`src/rtl/alu_sched.sv`:
```
// Round-robin scheduler that lets two requesters share one combinational ALU.
// Optional macro ALU_SCHED_DIVZERO_EN adds a divide-by-zero override and the err flag.
//
// state | meaning
// IDLE  | waiting; requests are sampled and arbitrated here
// ISSUE | latched operands drive the ALU, gnt of the winner high, result captured
// DONE  | done of the winner high, op_cnt advances on exit
module alu_sched #(
   parameter int CNT_W = 8
) (
   input  logic             clk,
   input  logic             rst,
   input  logic             req0,
   input  logic             req1,
   input  logic [7:0]       a0,
   input  logic [7:0]       b0,
   input  logic [7:0]       a1,
   input  logic [7:0]       b1,
   input  logic [3:0]       sel0,
   input  logic [3:0]       sel1,
   output logic [7:0]       alu_a,
   output logic [7:0]       alu_b,
   output logic [3:0]       alu_sel,
   input  logic [7:0]       alu_out,
   input  logic             alu_cout,
   output logic             gnt0,
   output logic             gnt1,
   output logic             done0,
   output logic             done1,
   output logic [7:0]       result,
   output logic             carry,
   output logic             err,
   output logic             busy,
   output logic [CNT_W-1:0] op_cnt
);

   typedef enum logic [1:0] {IDLE, ISSUE, DONE} state_t;

   state_t state, state_nxt;
   logic   owner;
   logic   last;
   logic   win;
   logic   start;
   logic   div_zero;

   always_ff @(posedge clk or negedge rst) begin
      if (!rst) state <= IDLE;
      else      state <= state_nxt;
   end

   always_comb begin
      state_nxt = state;
      win       = last;
      start     = 1'b0;
      gnt0      = 1'b0;
      gnt1      = 1'b0;
      done0     = 1'b0;
      done1     = 1'b0;
      case (state)
         IDLE: begin
            if (req0 || req1) begin
               start     = 1'b1;
               // On contention the requester not served last goes next.
               win       = (req0 && req1) ? ~last : req1;
               state_nxt = ISSUE;
            end
         end
         ISSUE: begin
            gnt0      = ~owner;
            gnt1      = owner;
            state_nxt = DONE;
         end
         DONE: begin
            done0     = ~owner;
            done1     = owner;
            state_nxt = IDLE;
         end
         default: state_nxt = IDLE;
      endcase
   end

   assign busy = (state != IDLE);

`ifdef ALU_SCHED_DIVZERO_EN
   assign div_zero = (alu_sel == 4'b0011) && (alu_b == 8'h00);
`else
   assign div_zero = 1'b0;
`endif

   always_ff @(posedge clk or negedge rst) begin
      if (!rst) begin
         owner   <= 1'b0;
         last    <= 1'b1;
         alu_a   <= 8'h00;
         alu_b   <= 8'h00;
         alu_sel <= 4'h0;
         result  <= 8'h00;
         carry   <= 1'b0;
         err     <= 1'b0;
         op_cnt  <= '0;
      end else begin
         // Operand latches double as the ALU drive, so they stay still when idle.
         if (start) begin
            owner   <= win;
            last    <= win;
            alu_a   <= win ? a1 : a0;
            alu_b   <= win ? b1 : b0;
            alu_sel <= win ? sel1 : sel0;
         end
         if (state == ISSUE) begin
            result <= div_zero ? 8'h00 : alu_out;
            carry  <= div_zero ? 1'b0 : alu_cout;
            err    <= div_zero;
         end
         if (state == DONE) op_cnt <= op_cnt + CNT_W'(1);
      end
   end

endmodule

```
`config.mk`:
```
export PLATFORM = sky130hd
export DESIGN_NAME = alu_sched
export DESIGN_NICKNAME = d
export VERILOG_FILES = /design/src/rtl/alu_sched.sv
export SDC_FILE = /design/constraint.sdc
export NUM_CORES = 1
export LEC_CHECK = 0
export CORE_UTILIZATION = 44
export CTS_BUF_LIST = sky130_fd_sc_hd__clkbuf_16
export DETAILED_ROUTE_END_ITERATION = 8
export GPL_TIMING_DRIVEN = 0
export PLACE_DENSITY = 0.85
export SLEW_MARGIN = 20
export SYNTH_ARGS = -nofsm -noshare
export SYNTH_HDL_FRONTEND = slang
export SYNTH_SLANG_ARGS = --single-unit
```
`constraint.sdc`:
```
create_clock -name clk -period 2.5 [get_ports clk]
set_input_delay 0.375 -clock clk [delete_from_list [all_inputs] [get_ports clk]]
set_output_delay 0.375 -clock clk [all_outputs]
set_load 0.05 [all_outputs]
```
* Word-level counts from Yosys, hierarchy flattened *
Cells that the tools add are included.

word-level totals
  register bits after elaboration = 41
  output and inout bits = 43

operators by class
  add/subtract/negate cells = 1
  eq/ne operators = 3
  mux-type cells = 14
  bitwise operators = 2
  reductions and logical operators = 4

operators by type and width
  kind                   number
  $mux W8                2
  $mux W1                9
  $add A8 B1 Y8 const B  1
  $mux W4                1
  $pmux W2 S2            1
  $eq A2 B1 Y1 const B   1
  $eq A2 B2 Y1 const B   1
  $logic_not A2 Y1       1
  $mux W2                1
  $ne A2 B2 Y1 const B   1
  $not A1 Y1             2
  $reduce_bool A2 Y1     1
  $logic_and A1 B1 Y1    1
  $logic_or A1 B1 Y1     1

* Depth between registers and ports, before layout *
Gate-level depths: netlist (run 1).

  depth after elaboration = 5
  depth in mapped cells = 4
  gate-level depth less buffers = 3

* Least setup slack after synthesis (run 1) *
No wires, ideal clock.

  kind = register to output
  from = register state[1]
  to = output done0
  arrival = 1503 ps
  slack = 622 ps
  cell stages (with the launch flop) = 4
  buffers on the path = 1
  cells stage by stage = dfrtp_1 -> nor2b_1 -> buf_1 -> nor2b_1

between the ends
  word-level cells in the longest chain between the ends = 2

RTL lines
  what                    RTL line  RTL
  from (decl)             39        state_t state, state_nxt;
  from (signal assigned)  48        else state <= state_nxt;
  $eq A2 B2 Y1            59        case (state)
  $mux W1                 59
  to (decl)               28        output logic done0,

Every way passes these cells.

* Worst setup path in the final report (run 1) *
  from = register state[1]
  to = output done1

between the ends
  word-level cells in the longest chain between the ends = 2

RTL lines
  what          RTL line  RTL
  $eq A2 B2 Y1  59
  $mux W1       59
  to (decl)     29        output logic done1,

Every way passes these cells.

==> impl_metrics.csv, run 1 <==
group,metric,value,unit
timing,layout_setup_ws,0.278,ns
detailed_routing,ant_nets,0,
cts,clk_pin_slew,0.06,ns
placed_design,dpl_worst_slack,0.288,ns
detailed_routing,drtIter0Drc,114,
outcome,status,"finished clean",
yosys,netlist_area,2030,um^2
timing,hold_ws,0.0703,ns
worst_setup_path,crit_cells,4,
cells_and_area,area_growth,57.2,%
cts,ctsLongestPathBuffers,2,
worst_setup_path,criticalPathCategory,"register to output pin",
timing,period_needed,2.22,ns
cts,postCtsSetupRepairBufs,0,
cts,cts_buffers,5,
placed_design,gp_congestion,0.806,
cts,cts_hold_buf,0,
global_route,grt_usage,23.1,%
cells_and_area,fin_nets,343,
detailed_routing,wirelength,5280,um
placed_design,place_inst,334,
worst_setup_path,worstPathArrival,1.85,ns
worst_setup_path,rr_startpoint,"state[1]",
yosys,synth_area_leaders,"dfrtp_1 (49%), o211ai_1 (14%), a31oi_1 (6.2%)",
detailed_routing,num_vias,1951,
worst_setup_path,cp.required,2.12,ns
global_route,grt_pass1_vias,1916,
yosys,synth_nets,241,
timing,setup_tns,0,ns
power_and_ir_drop,leakagePower,1.25,nW
timing,setup_viol,0,
worst_setup_path,critPathMaxStageDelay,0.52,ns
worst_setup_path,rrSetupSlack,0.85,ns
worst_setup_path,crit_fanout,8,
timing,report.final.slew_viol_count,0,
cts,clock_sinks,41,
yosys,yosys_register_bits,41,
global_route,antenna_found_initial,0,
power_and_ir_drop,p_switching,0.00239,W
timing,relSlewSlack,64.9,%
detailed_routing,vias_per_cell,5.72,
floorplan,die_h,69.9,um
floorplan,initial_core_util,46.2,%
worst_setup_path,critPathCaptureType,"output pin",
yosys,yosysWarningCount,0,
power_and_ir_drop,p_clk_share,12.3,%
detailed_routing,wl_per_cell,15.5,um
yosys,synth_top_area_share,49.4,%
worst_setup_path,path_cells,"nor2b_1 > buf_1 > and2_1 > dlygate4sd2_1",
cells_and_area,drive_above_1_share,10.4,%
cts,clk_latency,0.28,ns
power_and_ir_drop,p_int,0.00242,W
worst_setup_path,crit_family,"buffers and inverters",
cells_and_area,fin_cells,341,
floorplan,die_x,69.9,um
placed_design,port_buffers,94,
detailed_routing,firstDrtPassIters,4,
worst_setup_path,crit_buf_inv,2,
floorplan,die-area,4880,um^2
cells_and_area,fillCellCount,349,
worst_setup_path,crit_path_start_kind,"register",
timing,rsz0062_at_grt,"false",
yosys,yosysSeqAreaShare,50.7,%
power_and_ir_drop,switching_share,49.7,%
power_and_ir_drop,seq_power_share,25.5,%
yosys,yosysTopAreaCell,"dfrtp_1",
floorplan,io_pins,96,
placed_design,place_area,3060,um^2
cts,cts-root-buf,"clkbuf_16",
yosys,yosysUniqueCellTypes,31,
yosys,syn_inst,187,
timing,skew,0.00473,ns
worst_setup_path,reg2reg_depth,4,
cells_and_area,diodes,0,
timing,min_period_over_period,88.9,%
placed_design,dpl.hpwl,3830,um
power_and_ir_drop,ir_worst_vdd,706,uV
floorplan,rows,24,
worst_setup_path,timing.rr.end,"alu_b[3]",
global_route,grt_max_degree,22,
timing,tightest_slew,0.526,ns
worst_setup_path,crit_slowest_cell,"dlygate4sd2_1",
floorplan,core_area,4380,um^2
timing,max_freq,0.450,GHz
cells_and_area,regArea,1030,um^2
timing,finalHoldViolations,0,
cells_and_area,multiInputGateArea,887,um^2
yosys,synth_area_per_cell,10.8,um^2
job,cap_violations,0,
global_route,overflow,0,
power_and_ir_drop,p_comb_share,62.2,%
global_route,grt_pass1_wl,8790,um
cts,cts_tree,"built",
detailed_routing,drcViolationCount,0,
cells_and_area,final_area,3190,um^2
min_path,hp-class,"primary input to async pin",
cts,cts_resized,4,
power_and_ir_drop,p_per_area,1510,nW/um^2
cts,htree_levels,2,
## sequential cells by signal (all words and copies together), names as in the netlist
name / cells
result: 8
last: 1
alu_a: 8
state: 2
carry: 1
alu_b: 8
op_cnt: 8
owner: 1
alu_sel: 4
## kinds of logic after synthesis
| group | Yosys count | share of synthesized area, % |
|---|---|---|
| AO/OA/AOI/OAI | 81 | 26.9 |
| XOR/XNOR | 7 | 3.02 |
| other | 1 | 0.185 |
| buffers and inverters | 24 | 5.56 |
| multiplexers | 11 | 6.11 |
| flip-flops | 41 | 50.7 |
| AND/OR/NAND/NOR | 21 | 6.91 |
| adder cells (fa/ha/maj) | 1 | 0.617 |
## metrics by stage
step                power [W]  util [%]
finish                0.00481      72.7
global route          0.00506      72.7
CTS                   0.00484      72.6
detailed placement    0.00427      69.7
global placement      0.00420      69.2
floorplan             0.00327         -
## worst reg2reg max path, cell delays in order (launching register included)
cell and delay (ns):
dfrtp_1 0.45, nor2_1 0.24, and2_0 0.28, clkbuf_1 0.39
a31oi_1 0.15
## power groups by stage
| stage | Clock [W] | Sequential (W) | Combinational, W |
|---|---|---|---|
| detailed placement | 0 | 0.00123 | 0.00304 |
| global route | 0.000620 | 0.00127 | 0.00318 |
| floorplan | 0 | 0.00217 | 0.00110 |
| global placement | 0 | 0.00121 | 0.00299 |
| finish | 0.000591 | 0.00123 | 0.00299 |
| CTS | 0.000601 | 0.00122 | 0.00302 |
## worst max path at each step
stage          endpoint      from  slack, ns
2_1_floorplan     done0  state[1]       0.62
3_3_place_gp   alu_a[2]       rst       0.03
3_5_place_dp       gnt1  state[1]       0.29
4_1_cts            gnt0  state[1]       0.05
5_1_grt           done0  state[1]       0.16
6_report          done1  state[1]       0.28
## layer usage
metal,track usage (%),routed length [um],up-vias
met5,0,0,-
li1,-,-,919
met3,4.76,288,10
met1,28.9,2120,941
met2,38.2,2750,81
met4,10.9,118,0
## cells in the mapped netlist
cell / instances
or2_2: 1
nor3b_1: 2
nor2b_1: 2
dfrtp_1: 40
and2_0: 1
and3_1: 1
dfstp_2: 1
buf_4: 1
a21oi_1: 20
xor2_1: 1
and4b_1: 1
buf_1: 1
nand4_1: 4
inv_1: 3
and2_1: 2
mux2_2: 11
buf_2: 3
clkbuf_1: 14
conb_1: 1
nand2_1: 2
o211ai_2: 3
buf_6: 2
nand4bb_1: 1
nor2_1: 2
ha_1: 1
a31oi_1: 20
or4b_4: 1
o21ai_0: 1
nand2b_1: 1
o211ai_1: 37
xnor2_1: 6
## cell type report
| class | count | share of cell area [%] |
|---|---|---|
| flip-flops and latches | 41 | 32.2 |
| repair buffers | 95 | 30.2 |
| multi-input cells | 122 | 27.8 |
| clock buffers | 5 | 3.93 |
| plain buffers | 21 | 3.18 |
| well taps | 52 | 2.04 |
| inverters | 3 | 0.353 |
| clock inverters | 2 | 0.236 |
## cell usage in the layout (no fill, tap or decap), types with 2 or more instances in the layout
cell / instances
a21oi_1: 20
a31oi_1: 20
and2_1: 2
buf_2: 4
buf_6: 2
clkbuf_1: 14
clkbuf_16: 5
clkdlybuf4s50_1: 88
dfrtp_1: 40
dlygate4sd2_1: 4
inv_1: 4
mux2_2: 11
nand2_1: 2
nand4_1: 4
nor2_1: 2
nor2b_1: 2
nor3b_1: 2
o211ai_1: 37
o211ai_2: 3
xnor2_1: 6
No activity file was read; power rests on OpenSTA's default activity.
==> inputs of run 2 (changes only) <==
--- a/config.mk
+++ b/config.mk
@@ -10,5 +10,5 @@
 export DETAILED_ROUTE_END_ITERATION = 8
 export GPL_TIMING_DRIVEN = 0
-export PLACE_DENSITY = 0.85
+export PLACE_DENSITY = 0.95
 export SLEW_MARGIN = 20
 export SYNTH_ARGS = -nofsm -noshare
==> constraint.sdc (replaced) <==
create_clock -name clk -period 2.5 [get_ports clk]
set_input_delay 0.25 -clock clk [delete_from_list [all_inputs] [get_ports clk]]
set_output_delay 0.25 -clock clk [all_outputs]
set_load 0.05 [all_outputs]
==> impl_metrics.csv, run 2 (synthesis results as in run 1) <==
group,metric,value,unit
detailed_routing,wl_per_cell,16.4,um
detailed_routing,wirelength,5610,um
timing,skew,0.00393,ns
detailed_routing,drtIter0Drc,111,
power_and_ir_drop,p_total,0.00500,W
detailed_routing,firstDrtPassIters,4,
floorplan,initial_core_util,46.2,%
worst_setup_path,rrSetupSlack,0.83,ns
timing,relSlewSlack,64.6,%
cts,cts_tree,"built",
worst_setup_path,critPathCaptureType,"output pin",
placed_design,gp_congestion,0.802,
timing,period_needed,2.39,ns
floorplan,core_area,4380,um^2
placed_design,port_buffers,94,
timing,setup_tns,0,ns
detailed_routing,vias_per_cell,5.69,
outcome,status,"finished clean",
detailed_routing,num_vias,1951,
worst_setup_path,timing.rr.end,"alu_b[0]",
worst_setup_path,crit_path_start_kind,"register",
global_route,grt_usage,24.6,%
power_and_ir_drop,p_per_area,1550,nW/um^2
global_route,overflow,0,
cells_and_area,drive_above_1_share,11.3,%
timing,finalHoldViolations,0,
worst_setup_path,worstPathArrival,2.14,ns
cells_and_area,utilization,73.8,%
cts,clk_latency,0.28,ns
cells_and_area,final_cell_mix,"clkdlybuf4s50_1 (92), dfrtp_1 (40), o211ai_1 (37)",
cells_and_area,area_growth,59.6,%
cts,clk_pin_slew,0.06,ns
floorplan,rows,24,
worst_setup_path,reg2reg_depth,4,
detailed_routing,drcViolationCount,0,
floorplan,io_pins,96,
worst_setup_path,crit_fanout,8,
cells_and_area,layout_commonest_cell,"clkdlybuf4s50_1",
cells_and_area,fin_nets,344,
cts,htree_levels,2,
power_and_ir_drop,ir_worst_vdd,793,uV
cts,cts_buffers,5,
global_route,grt_pass1_vias,2087,
global_route,grt_max_degree,25,
cts,clock_sinks,41,
timing,min_period_over_period,95.5,%
cells_and_area,diodes,0,
timing,report.final.slew_viol_count,0,
worst_setup_path,cp.required,2.25,ns
floorplan,die_x,69.9,um
power_and_ir_drop,leakagePower,1.25,nW
job,cap_violations,0,
worst_setup_path,criticalPathCategory,"register to output pin",
cts,ctsLongestPathBuffers,2,
global_route,grt_pass1_wl,9360,um
worst_setup_path,rr_startpoint,"state[1]",
timing,tightest_slew,0.531,ns
placed_design,dpl.hpwl,4090,um
cts,cts-root-buf,"clkbuf_16",
floorplan,die_h,69.9,um
min_path,hp-class,"primary input to async pin",
timing,setup_viol,0,
detailed_routing,ant_nets,0,
cts,postCtsSetupRepairBufs,0,
global_route,antenna_found_initial,0,
timing,max_freq,0.419,GHz
floorplan,die-area,4880,um^2
==> run 2: cell count changes in the layout (fill, tap and decap cells not counted) <==
| cell | delta |
|---|---|
| clkdlybuf4s50_1 | +4 |
| clkbuf_2 | +1 |
| dlygate4sd3_1 | +1 |
| inv_1 | -1 |
| clkbuf_1 | -1 |
| dlygate4sd2_1 | -4 |
| clkinvlp_4 | +1 |
| bufinv_16 | +1 |
==> run 2: how the worst max path moves through the flow <==
stage                        start       end  cells after the start
after floorplan           state[1]     done0                      3
after global placement         rst  alu_a[0]                      1
after detailed placement  state[1]      gnt1                      5
after CTS                 state[1]      gnt1                      5
after global routing      state[1]     done0                      4
final                     state[1]     done0                      4
==> run 2: final cells by class <==
class	count	area (um^2)
Fill cell	338	1150
Timing Repair Buffer	96	976
Sequential cell	41	1030
Clock inverter	3	41.3
Clock buffer	5	125
Tap cell	52	65.1
Inverter	3	11.3
Buffer	21	103
Multi-Input combinational cell	122	887
==> run 2: where the power goes <==
| part | total (W) | internal, W | switching [W] | leakage (nW) |
|---|---|---|---|---|
| clock network | 0.000717 | 0.000467 | 0.000250 | 0.0775 |
| registers | 0.00123 | 0.000993 | 0.000241 | 0.478 |
| logic | 0.00305 | 0.00109 | 0.00196 | 0.698 |
| total | 0.00500 | 0.00255 | 0.00245 | 1.25 |
==> run 2: worst max-delay path: stages (launching register included) <==
cell and delay, ns:
dfrtp_1 0.45, nor2b_1 0.15, buf_1 0.27, nor2b_1 0.17, clkdlybuf4s50_1 0.80
==> run 2: routing by layer <==
layer / global-route usage (%) / vias to the layer above / part of all wire [%]
li1: - / 929 / -
met1: 27.5 / 923 / 38
met2: 45.1 / 85 / 54
met3: 4.33 / 14 / 5.5
met4: 11.6 / 0 / 2.4
met5: 0 / - / 0
==> run 2: what timing repair did <==
action / CTS / global route
endpoints found under the hold margin: 17 / 0
hold buffers: 1 / 0
resized for setup: 0 / 3
setup endpoints to repair: 0 / 2
==> run 2: stage by stage <==
stage          worst slack (ns)  cells  instance area [um^2]  hold WS [ns]
6_report                  0.113    343                  3240         0.445
5_1_grt                -0.00575    343                  3240         0.481
4_1_cts                  0.0777    343                  3230         0.459
2_1_floorplan             0.747    187                  2030       -0.0456
3_3_place_gp              0.193    333                  3030         0.463
3_5_place_dp              0.386    334                  3060         0.217
